===== src/rtl/libv_pkg.sv =====
// Shared types for the replay-queue issue controller: FSM states and response encoding.
package libv_pkg;

    typedef enum logic [1:0] {
        ISSUE  = 2'd0,
        DRAIN  = 2'd1,
        REPLAY = 2'd2
    } state_t;

    localparam logic RSP_ACK  = 1'b1;
    localparam logic RSP_NACK = 1'b0;

endpackage


===== src/rtl/libv_queue_issue_cnt.sv =====
// Up/down count of issued-but-unresolved entries with zero and limit flags.
// Latency: count moves one cycle after inc/dec/clr; flags are combinational from the count.
// Backpressure: none; the issuer keeps the count from exceeding N.
module libv_queue_issue_cnt #(
    parameter int N  = 16,
    parameter int CW = $clog2(N + 1)
) (
    input  logic          clk,
    input  logic          rst_n,
    input  logic          inc,
    input  logic          dec,
    input  logic          clr,
    output logic [CW-1:0] cnt,
    output logic          zero,
    output logic          limit
);

    always_ff @(posedge clk or negedge rst_n) begin
        if (!rst_n) begin
            cnt <= '0;
        end else if (clr) begin
            cnt <= '0;
        end else if (inc && !dec) begin
            cnt <= cnt + CW'(1);
        end else if (dec && !inc) begin
            cnt <= cnt - CW'(1);
        end
    end

    assign zero  = (cnt == '0);
    assign limit = (cnt == CW'(N));

endmodule


===== src/rtl/libv_queue_issue.sv =====
// Consumer side of the speculative replay queue: pops, issues, retires on ack, replays on nack.
// Latency: one cycle from q_pop to out_vld/out_data; q_commit/q_replay/q_flush are same-cycle.
// Backpressure: out_vld/out_data hold until out_rdy; pops stop at N unresolved or during drain.
module libv_queue_issue
    import libv_pkg::*;
#(
    parameter int W = 32,
    parameter int N = 16
) (
    input  logic                   clk,
    input  logic                   rst_n,
    input  logic                   q_empty_w,
    input  logic [W-1:0]           q_pop_data,
    output logic                   q_pop,
    output logic                   q_commit,
    output logic                   q_replay,
    output logic                   q_flush,
    output logic                   out_vld,
    output logic [W-1:0]           out_data,
    input  logic                   out_rdy,
    input  logic                   rsp_vld,
    input  logic                   rsp_ok,
    input  logic                   flush_req,
    output logic [$clog2(N+1)-1:0] inflight,
    output logic                   busy
);

    localparam int CW = $clog2(N + 1);

    state_t state_q, state_d;
    logic   empty_r;
    logic   cnt_zero, cnt_limit;
    logic   accept, is_ack, is_nack, nack_issue, issue_room;

    assign accept     = out_vld & out_rdy;
    assign is_ack     = rsp_vld & (rsp_ok == RSP_ACK);
    assign is_nack    = rsp_vld & (rsp_ok == RSP_NACK);
    assign nack_issue = (state_q == ISSUE) & is_nack;
    // inflight + out_vld < N, phrased on the counter flags to avoid a wider add
    assign issue_room = !cnt_limit & !(out_vld & (inflight == CW'(N - 1)));

    libv_queue_issue_cnt #(
        .N  (N),
        .CW (CW)
    ) u_cnt (
        .clk   (clk),
        .rst_n (rst_n),
        .inc   (accept & !flush_req),
        .dec   (rsp_vld & !flush_req),
        .clr   (flush_req),
        .cnt   (inflight),
        .zero  (cnt_zero),
        .limit (cnt_limit)
    );

    always_ff @(posedge clk or negedge rst_n) begin
        if (!rst_n) begin
            state_q <= ISSUE;
            empty_r <= 1'b1;
        end else begin
            state_q <= state_d;
            empty_r <= q_empty_w;
        end
    end

    always_comb begin
        state_d  = state_q;
        q_pop    = 1'b0;
        q_commit = 1'b0;
        q_replay = 1'b0;
        q_flush  = 1'b0;
        if (flush_req) begin
            q_flush = 1'b1;
            state_d = ISSUE;
        end else begin
            case (state_q)
                ISSUE: begin
                    if (is_nack) begin
                        state_d = DRAIN;
                    end else begin
                        q_commit = is_ack;
                        q_pop    = !empty_r & (!out_vld | out_rdy) & issue_room;
                    end
                end
                DRAIN: begin
                    // the last younger response may land in the exit cycle itself
                    if (cnt_zero || ((inflight == CW'(1)) && rsp_vld)) begin
                        state_d = REPLAY;
                    end
                end
                REPLAY: begin
                    q_replay = 1'b1;
                    state_d  = ISSUE;
                end
                default: state_d = ISSUE;
            endcase
        end
    end

    always_ff @(posedge clk or negedge rst_n) begin
        if (!rst_n) begin
            out_vld  <= 1'b0;
            out_data <= '0;
        end else if (flush_req || nack_issue) begin
            out_vld <= 1'b0;
        end else if (q_pop) begin
            out_vld  <= 1'b1;
            out_data <= q_pop_data;
        end else if (accept) begin
            out_vld <= 1'b0;
        end
    end

    assign busy = (state_q != ISSUE) | !cnt_zero | out_vld;

    a_no_underflow: assert property (@(posedge clk) disable iff (!rst_n) rsp_vld |-> !cnt_zero);
    a_flush_quiet:  assert property (@(posedge clk) disable iff (!rst_n) flush_req |-> cnt_zero);
    a_commit_rep:   assert property (@(posedge clk) disable iff (!rst_n) !(q_commit && q_replay));
    a_pop_rep:      assert property (@(posedge clk) disable iff (!rst_n) !(q_pop && q_replay));

endmodule


===== config.mk =====
export PLATFORM = sky130hd
export DESIGN_NAME = libv_queue_issue
export DESIGN_NICKNAME = d
export VERILOG_FILES = /design/src/rtl/libv_pkg.sv /design/src/rtl/libv_queue_issue_cnt.sv /design/src/rtl/libv_queue_issue.sv
export SDC_FILE = /design/constraint.sdc
export NUM_CORES = 1
export LEC_CHECK = 0
export CORE_MARGIN = 2
export CORE_UTILIZATION = 40
export CTS_CLUSTER_SIZE = 30
export DETAILED_ROUTE_END_ITERATION = 8
export GPL_TIMING_DRIVEN = 0
export PLACE_DENSITY = 0.74
export REMOVE_ABC_BUFFERS = 1
export SLEW_MARGIN = 40
export SYNTH_ARGS = -nofsm -noshare
export SYNTH_HDL_FRONTEND = slang
export SYNTH_SLANG_ARGS = --single-unit

===== constraint.sdc =====
create_clock -name clk -period 4.4 [get_ports clk]
set_input_delay 0.66 -clock clk [delete_from_list [all_inputs] [get_ports clk]]
set_output_delay 0.66 -clock clk [all_outputs]
set_load 0.01 [all_outputs]

* Word-level counts from Yosys, hierarchy flattened
Index checks and enable logic that the tools add are counted.
** Word-level totals
- Register bits after elaboration :: 41
- Bits of input ports :: 39
** Operators by class
- Add/sub/neg operators :: 2
- Equality and inequality tests :: 7
- Multiplexer cells :: 19
- Bitwise logic cells :: 15
- Reductions and logical operators :: 20
** Operator list (count)
- $mux 5 :: 3
- $mux 1 :: 12
- $and 1x1->1 :: 10
- $logic_not 1->1 :: 8
- $mux 2 :: 3
- $ne 3x3->1 const B :: 2
- $reduce_bool 3->1 :: 2
- $add 5x1->5 const B :: 1
- $eq 5x1->1 const B :: 1
- $eq 5x4->1 const B :: 1
- $eq 5x5->1 const B :: 1
- $logic_not 5->1 :: 1
- $sub 5x1->5 const B :: 1
- $pmux 2 s2 :: 1
- $reduce_and 2->1 :: 2
- $logic_and 1x1->1 :: 3
- $or 1x1->1 :: 3
- $eq 2x1->1 const B :: 1
- $eq 2x2->1 const B :: 1
- $logic_not 2->1 :: 1
- $logic_or 1x1->1 :: 2
- $not 1->1 :: 2
- $reduce_bool 2->1 :: 1

* Longest topological paths before layout
Gate-level depths: netlist (run 1).
- Word-level depth :: 10
- Depth in mapped cells :: 8
- Gate-level depth less buffers :: 7

* Hierarchy
Synthesis (run 1) repeated with hierarchy kept, for this count alone.
** Second synthesis, totals
- Cell total of the unflattened synthesis :: 141
- Area total of the unflattened synthesis :: 2040.7 um^2
** Modules (own cells, without submodules)
- libv_queue_issue :: instances 1, cells each 97, area each 1624.1 um^2
- libv_queue_issue_cnt :: instances 1, cells each 44, area each 416.6 um^2

* Least setup slack after synthesis (run 1)
OpenSTA, ideal clock, no wires.
- Kind :: register to output
- From :: register u_cnt.cnt[0]
- To :: output port q_pop
- Arrival :: 1.788 ns
- Path slack :: 1.952 ns
- Cell stages (with the launch flop) :: 9
- Buffers on the path :: 1
- Cells stage by stage :: dfrtp_1 ha_1 and3_2 ha_1 nand2b_1 a32oi_1 nand3_2 buf_6 inv_1
** Between the ends
- Word-level cells in the longest chain between the ends :: 8
** Ends and longest elaborated chain
- start, declared :: RTL line libv_queue_issue_cnt.sv:13 : output logic [CW-1:0] cnt,
- start signal, assigned :: RTL line libv_queue_issue_cnt.sv:24 : cnt <= cnt + CW'(1);
- start signal, assigned :: RTL line libv_queue_issue_cnt.sv:26 : cnt <= cnt - CW'(1);
- $eq 5x4->1 :: RTL line libv_queue_issue.sv:40 : assign issue_room = !cnt_limit & !(out_vld & (inflight == CW'(N - 1)));
- $and 1x1->1 :: RTL line libv_queue_issue.sv:40
- $logic_not 1->1 :: RTL line libv_queue_issue.sv:40
- $and 1x1->1 (*) :: RTL line libv_queue_issue.sv:40
- $and 1x1->1 (*) :: RTL line libv_queue_issue.sv:82 : q_pop = !empty_r & (!out_vld | out_rdy) & issue_room;
- $mux 1 (*) :: RTL line libv_queue_issue.sv:78 : if (is_nack) begin
- $mux 1 (*) :: RTL line libv_queue_issue.sv:76 : case (state_q)
- $mux 1 (*) :: RTL line libv_queue_issue.sv:72 : if (flush_req) begin
- end, declared :: RTL line libv_queue_issue.sv:14 : output logic q_pop,
Mark *: on every way between the ends. The rest lies on a longest branch, timed or not.

* Worst setup path in the final report (run 1)
- From :: input port flush_req
- To :: output port q_pop
** Between the ends
- Word-level cells in the longest chain between the ends :: 1
** Ends and longest elaborated chain
- start, declared :: RTL line libv_queue_issue.sv:23 : input logic flush_req,
- $mux 1 :: RTL line libv_queue_issue.sv:72
No other way between the ends.

==> flow_metrics.env, run 1 <==
export IMPL_setup_viol=0
export IMPL_coreArea_um2=4660
export IMPL_avgSynthCellArea_um2=14.4
export IMPL_yosys_area_share_adder_pct=4.30
export IMPL_slew_violations=0
export IMPL_syn2layout_area_growth_pct=49.5
export IMPL_gp_congestion=0.741
export IMPL_ys_types=35
export IMPL_fmax_mhz=259
export IMPL_final_core_util_pct=61.6
export IMPL_synth_edf_count=0
export IMPL_layout_drive_gt1_share_pct=21.3
export IMPL_grt_first_pass_wirelength_um=6220
export IMPL_cpMostUsedCell="clkdlybuf4s50_1"
export IMPL_cp_cell_sequence="clkdlybuf4s50_1 -> nor4_1 -> nand3_4 -> inv_1 -> clkdlybuf4s50_1"
export IMPL_synth_compound_area_share_pct=2.93
export IMPL_critPathMaxStageDelay_ns=0.63
export IMPL_ys_seq_area_share_pct=53.5
export IMPL_cts_root_buf="clkbuf_8"
export IMPL_p_leak_nw=1.30
export IMPL_fin_crit_sh_pct=87.6
export IMPL_clock_sinks=41
export IMPL_r2r_end="out_data[10]"
export IMPL_synth_ff_type="dfrtp_1"
export IMPL_worst_slew_pin_slew_ns=0.653
export IMPL_worst_skew_pair_late_latency_ns=0.28
export IMPL_drc_errors=0
export IMPL_clk_pin_slew_ns=0.08
export IMPL_fin_worst_skew_ns=0.00754
export IMPL_synthTopCellsByArea="dfrtp_1 52%, mux2_4 22%, mux2_2 3.5%, ha_1 3.3%, buf_6 1.8%"
export IMPL_synth_seq_cells=41
export IMPL_grt_max_degree=42
export IMPL_worstSetupPathType="input port to output pin"
export IMPL_cp_max_fo=34
export IMPL_drtIter0Drc=64
export IMPL_avgViaCountPerCell=4.96
export IMPL_n_antenna_cell=0
export IMPL_nets=259
export IMPL_first_global_vias=1322
export IMPL_synthArstFlopShare_pct=100
export IMPL_ctsResizeCount=0
export IMPL_yosysTopAreaCell="dfrtp_1"
export IMPL_post_cts_buffers=0
export IMPL_yosys_top_cells_count="40 x dfrtp_1, 28 x mux2_4, 7 x nor2_1"
export IMPL_arrival_ns=3.20
export IMPL_multi_input_area_um2=836
export IMPL_cp_end_kind="output pin"
export IMPL_port_buffer_count=81
export IMPL_synth_xor_area_share_pct=1.37
export IMPL_cts_max_level=2
export IMPL_synth_top_family_by_area="multiplexers"
export IMPL_synth_mux_area_share_pct=25.4
export IMPL_dieArea_um2=5370
export IMPL_min_period_ns=3.86
export IMPL_initial_core_util_pct=41.2
export IMPL_die_y_um=73.3
export IMPL_antenna_left=0
export IMPL_syn_inst=133
export IMPL_wl_um=4060
export IMPL_cts_tree="yes"
export IMPL_regArea_um2=1030
export IMPL_synth_simple_area_share_pct=9.13
export IMPL_hpwl_um=2850
export IMPL_critPathLaunchType="input port"
export IMPL_min_path_type="input port to async pin"
export IMPL_synth_top_cell_area_share_pct=52.2
export IMPL_grt_ovfl_total=0
export IMPL_drv_cap=0
export IMPL_clk_path_buf_depth=2
export IMPL_required_ns=3.74
export IMPL_peakVddDrop_uv=264
export IMPL_r2r_start="u_cnt.cnt[0]"
export IMPL_wl_per_cell_um=15.0
export IMPL_tns_ns=0
export IMPL_p_total_mw=1.53
export IMPL_vias=1339
export IMPL_finalHoldViolations=0
export IMPL_r2r_slack_ns=1.78
export IMPL_fp_dieW_um=73.3
export IMPL_cts_buffers=5
export IMPL_fillers=379
export IMPL_maxSlewHeadroom_pct=56.5
export IMPL_antenna_found_initial=0
export IMPL_rsz0062_at_grt="false"
export IMPL_status="complete, no violations"
export IMPL_fp_row_count=25
export IMPL_cts_hold_buffers=0
export IMPL_ios=82
export IMPL_critical_path_slowest_cell="clkdlybuf4s50_1"
export IMPL_p_per_area_nw_per_um2=533
export IMPL_ys_warn_count=0
export IMPL_synth_most_common_cell="dfrtp_1"
export IMPL_drt_pass1_iter_count=4
export IMPL_netlist_area_um2=1920
export IMPL_track_usage_pct=15.2
export IMPL_reg2reg_depth=7
[logic make-up (layout without fill, tap and decap cells)]
kind of cell | Yosys count | count (layout)
simple gates | 30 | 30
xor+xnor | 3 | 3
fa+ha+maj | 7 | 7
compound gates | 8 | 8
mux | 34 | 34
flops | 41 | 41
buf+inv | 10 | 93
[per-stage QoR]
step	std cells	cell area [um^2]	worst slack (ns)	hold slack, ns
after floorplan	127	1870	1.40	0.364
after global placement	262	2750	0.246	0.487
after detailed placement	262	2750	0.547	0.490
after CTS	270	2870	0.502	0.359
after global routing	270	2870	0.390	0.381
final	270	2870	0.545	0.339
[worst max path at each step]
| stage | cells after the start | to | slack, ns | startpoint |
|---|---|---|---|---|
| detailed placement | 5 | q_pop | 0.55 | flush_req |
| global route | 5 | q_pop | 0.39 | flush_req |
| global placement | 5 | q_pop | 0.25 | flush_req |
| CTS | 5 | q_pop | 0.50 | flush_req |
| finish | 5 | q_pop | 0.54 | flush_req |
| floorplan | 7 | q_pop | 1.40 | u_cnt.cnt[0] |
[cell type report]
| type | count | area share [%] |
|---|---|---|
| Sequential cell | 41 | 35.8 |
| Clock inverter | 1 | 1.05 |
| Tap cell | 54 | 2.35 |
| Timing Repair Buffer | 81 | 28.2 |
| Multi-Input combinational cell | 82 | 29.1 |
| Inverter | 4 | 0.523 |
| Clock buffer | 7 | 3.01 |
[state kept, by name, summed over array words and instances (netlist names)]
name	count
empty_r	1
out_data	32
out_vld	1
state_q	2
u_cnt.cnt	5
[critical path, delay by kind of cell]
| family | cells | cell delay (ns) |
|---|---|---|
| buffers and inverters | 3 | 1.37 |
| AND/OR/NAND/NOR | 2 | 1.13 |
[power breakdown]
group	internal [mW]	switching, mW
logic	0.422	0.215
clock network	0.185	0.123
registers	0.500	0.0852
[routing by layer]
| layer | global-route usage (%) | up-vias | wire, um |
|---|---|---|---|
| met5 | 0 | - | 0 |
| met4 | 4.94 | 0 | 31 |
| met3 | 3.57 | 2 | 175 |
| met2 | 26.0 | 37 | 2070 |
| met1 | 19.0 | 665 | 1780 |
| li1 | - | 635 | - |
[cell usage in the layout (no fill, tap or decap), types with 2 or more instances in the layout]
cell type	n
a31oi_1	3
mux2_4	28
dfrtp_1	40
nand4_1	2
nor3_1	4
nor2_1	7
nor2b_1	2
maj3_1	2
ha_1	5
clkdlybuf4s50_1	80
and4b_1	2
xnor2_1	2
clkbuf_8	6
inv_1	4
nand2_1	3
mux2_2	6
(Power assumes the default switching activity.)
==> run 2: changes to the inputs <==
- CORE_UTILIZATION: 40 -> 45
- PLACE_DENSITY: 0.74 -> 0.82
==> run 2 against run 1 <==
  * Critical endpoint unchanged
  * Global-route usage up 5.0 points
  * Sequential cell count unchanged
  * Clock skew down 0.0016 ns
  * Via count up 2.5%
  * First-iteration DRC count up 9.4%
  * Sequential power up 0.7%
  * Largest power group unchanged
==> flow_metrics.env, run 2 (synthesized netlist as in run 1, its figures left out) <==
export IMPL_fp_dieW_um=69.3
export IMPL_min_path_type="input port to async pin"
export IMPL_p_per_area_nw_per_um2=534
export IMPL_nets=259
export IMPL_antenna_left=0
export IMPL_globalRoute_busiestLayer="met2"
export IMPL_clk_pin_slew_ns=0.07
export IMPL_wl_um=4460
export IMPL_track_usage_pct=20.3
export IMPL_largest_register="out_data"
export IMPL_grt_ovfl_total=0
export IMPL_layout_drive_gt1_share_pct=21.4
export IMPL_initial_core_util_pct=47.3
export IMPL_dieArea_um2=4800
export IMPL_drtIter0Drc=70
export IMPL_finalHoldViolations=0
export IMPL_critPathLaunchType="input port"
export IMPL_layoutNonFillerInstCount=265
export IMPL_cts_tree="yes"
export IMPL_final_common_cell="clkdlybuf4s50_1"
export IMPL_min_period_ns=3.82
export IMPL_cp_max_fo=34
export IMPL_critical_path_slowest_cell="clkdlybuf4s50_1"
export IMPL_die_y_um=69.3
export IMPL_clk_path_buf_depth=2
export IMPL_ctsResizeCount=0
export IMPL_fin_crit_sh_pct=86.8
export IMPL_clock_sinks=41
export IMPL_drt_pass1_iter_count=4
export IMPL_peakVddDrop_uv=256
export IMPL_worstSetupPathType="input port to output pin"
export IMPL_cpMostUsedCell="clkdlybuf4s50_1"
export IMPL_drc_errors=0
export IMPL_required_ns=3.74
export IMPL_cp_startpoint="flush_req"
export IMPL_top_regs="out_data: 32 flops, u_cnt.cnt: 5 flops, state_q: 2 flops"
export IMPL_r2r_start="u_cnt.cnt[0]"
export IMPL_vias=1372
export IMPL_n_antenna_cell=0
export IMPL_final_cell_mix="80 x clkdlybuf4s50_1, 40 x dfrtp_1, 28 x mux2_4"
export IMPL_cp_end_kind="output pin"
export IMPL_worst_slew_pin_slew_ns=0.636
export IMPL_fp_row_count=23
export IMPL_grtUsageMet2_pct=36.8
export IMPL_maxSlewHeadroom_pct=57.6
export IMPL_grt_max_degree=42
export IMPL_syn2layout_area_growth_pct=48.6
export IMPL_worst_skew_pair_late_latency_ns=0.29
export IMPL_status="complete, no violations"
export IMPL_p_leak_nw=1.29
export IMPL_grt_first_pass_wirelength_um=7600
export IMPL_wl_per_cell_um=16.8
export IMPL_cts_max_level=2
export IMPL_worst_hold_slack_ns=0.329
export IMPL_ios=82
export IMPL_hpwl_um=3310
export IMPL_cp_cell_sequence="clkdlybuf4s50_1 -> nor4_1 -> nand3_4 -> inv_1 -> clkdlybuf4s50_1"
export IMPL_gp_congestion=0.839
export IMPL_port_buffer_count=81
export IMPL_cts_hold_buffers=0
export IMPL_grtUsageMet3_pct=5.38
export IMPL_antenna_found_initial=0
export IMPL_setup_viol=0
export IMPL_dp_cells=258
export IMPL_fin_worst_skew_ns=0.00598
export IMPL_fmax_mhz=262
export IMPL_largest_register_ffs=32
export IMPL_coreArea_um2=4060
export IMPL_first_global_vias=1529
export IMPL_drv_cap=0
export IMPL_critPathMaxStageDelay_ns=0.62
export IMPL_grtUsageMet1_pct=22.5
export IMPL_cp_buffers_inverters=3
export IMPL_cts_buffers=5
export IMPL_rsz0062_at_grt="false"
export IMPL_tns_ns=0
export IMPL_avgViaCountPerCell=5.18
export IMPL_slew_violations=0
export IMPL_arrival_ns=3.16
export IMPL_cts_root_buf="clkbuf_8"
export IMPL_cp_depth=5
export IMPL_reg2reg_depth=7
export IMPL_critPathTopFamily="buffers and inverters"
export IMPL_post_cts_buffers=0
==> run 2: changes by cell type in the layout (fill, tap and decap cells not counted), sizes merged <==
cell / before / now
clkbuf: 7 / 5
clkinv: 0 / 1
==> run 2: area by class of cell <==
class / count / area, um^2
fill: 278 / 1200
sequential: 41 / 1030
multi-input combinational: 82 / 836
timing repair buffer: 81 / 808
clock buffer: 5 / 68.8
tap: 50 / 62.6
clock inverter: 2 / 35.0
inverter: 4 / 15.0
==> run 2: worst reg2reg max path, stage by stage, from the launching register on <==
cell,delay (ns)
dfrtp_1,0.47
ha_1,0.24
and3_2,0.20
ha_1,0.17
nand2b_1,0.13
a32oi_1,0.25
nand3_4,0.54
mux2_4,0.51
==> run 2: power by group <==
| group | switching (mW) | internal (mW) |
|---|---|---|
| registers | 0.0885 | 0.500 |
| logic | 0.222 | 0.422 |
| clock network | 0.126 | 0.165 |
| total | 0.437 | 1.09 |
==> run 2: metrics by stage <==
stage	area [um^2]	utilization [%]	setup WS (ns)	total power, mW
after global placement	2740	67.6	0.342	1.22
after global routing	2850	70.3	0.408	1.61
after CTS	2850	70.3	0.567	1.54
after floorplan	1870	-	1.40	0.883
after detailed placement	2750	67.7	0.582	1.24
final	2850	70.3	0.579	1.52
==> run 2: path summary, 6_finish.rpt <==
path / endpoint / slack [ns]
worst max-delay path: q_pop / 0.58
worst min register to register: out_data[9] / 0.51
worst min-delay path: out_data[23] / 0.33
worst max register to register: out_data[20] / 1.76
min in group clk: out_data[9] / 0.51
max in group asynchronous: empty_r / 3.70
==> run 2: routing by layer <==
layer	routed length, um	vias to the layer above
met5	0	-
met4	34	0
met3	176	2
met2	2530	36
met1	1720	703
li1	-	631
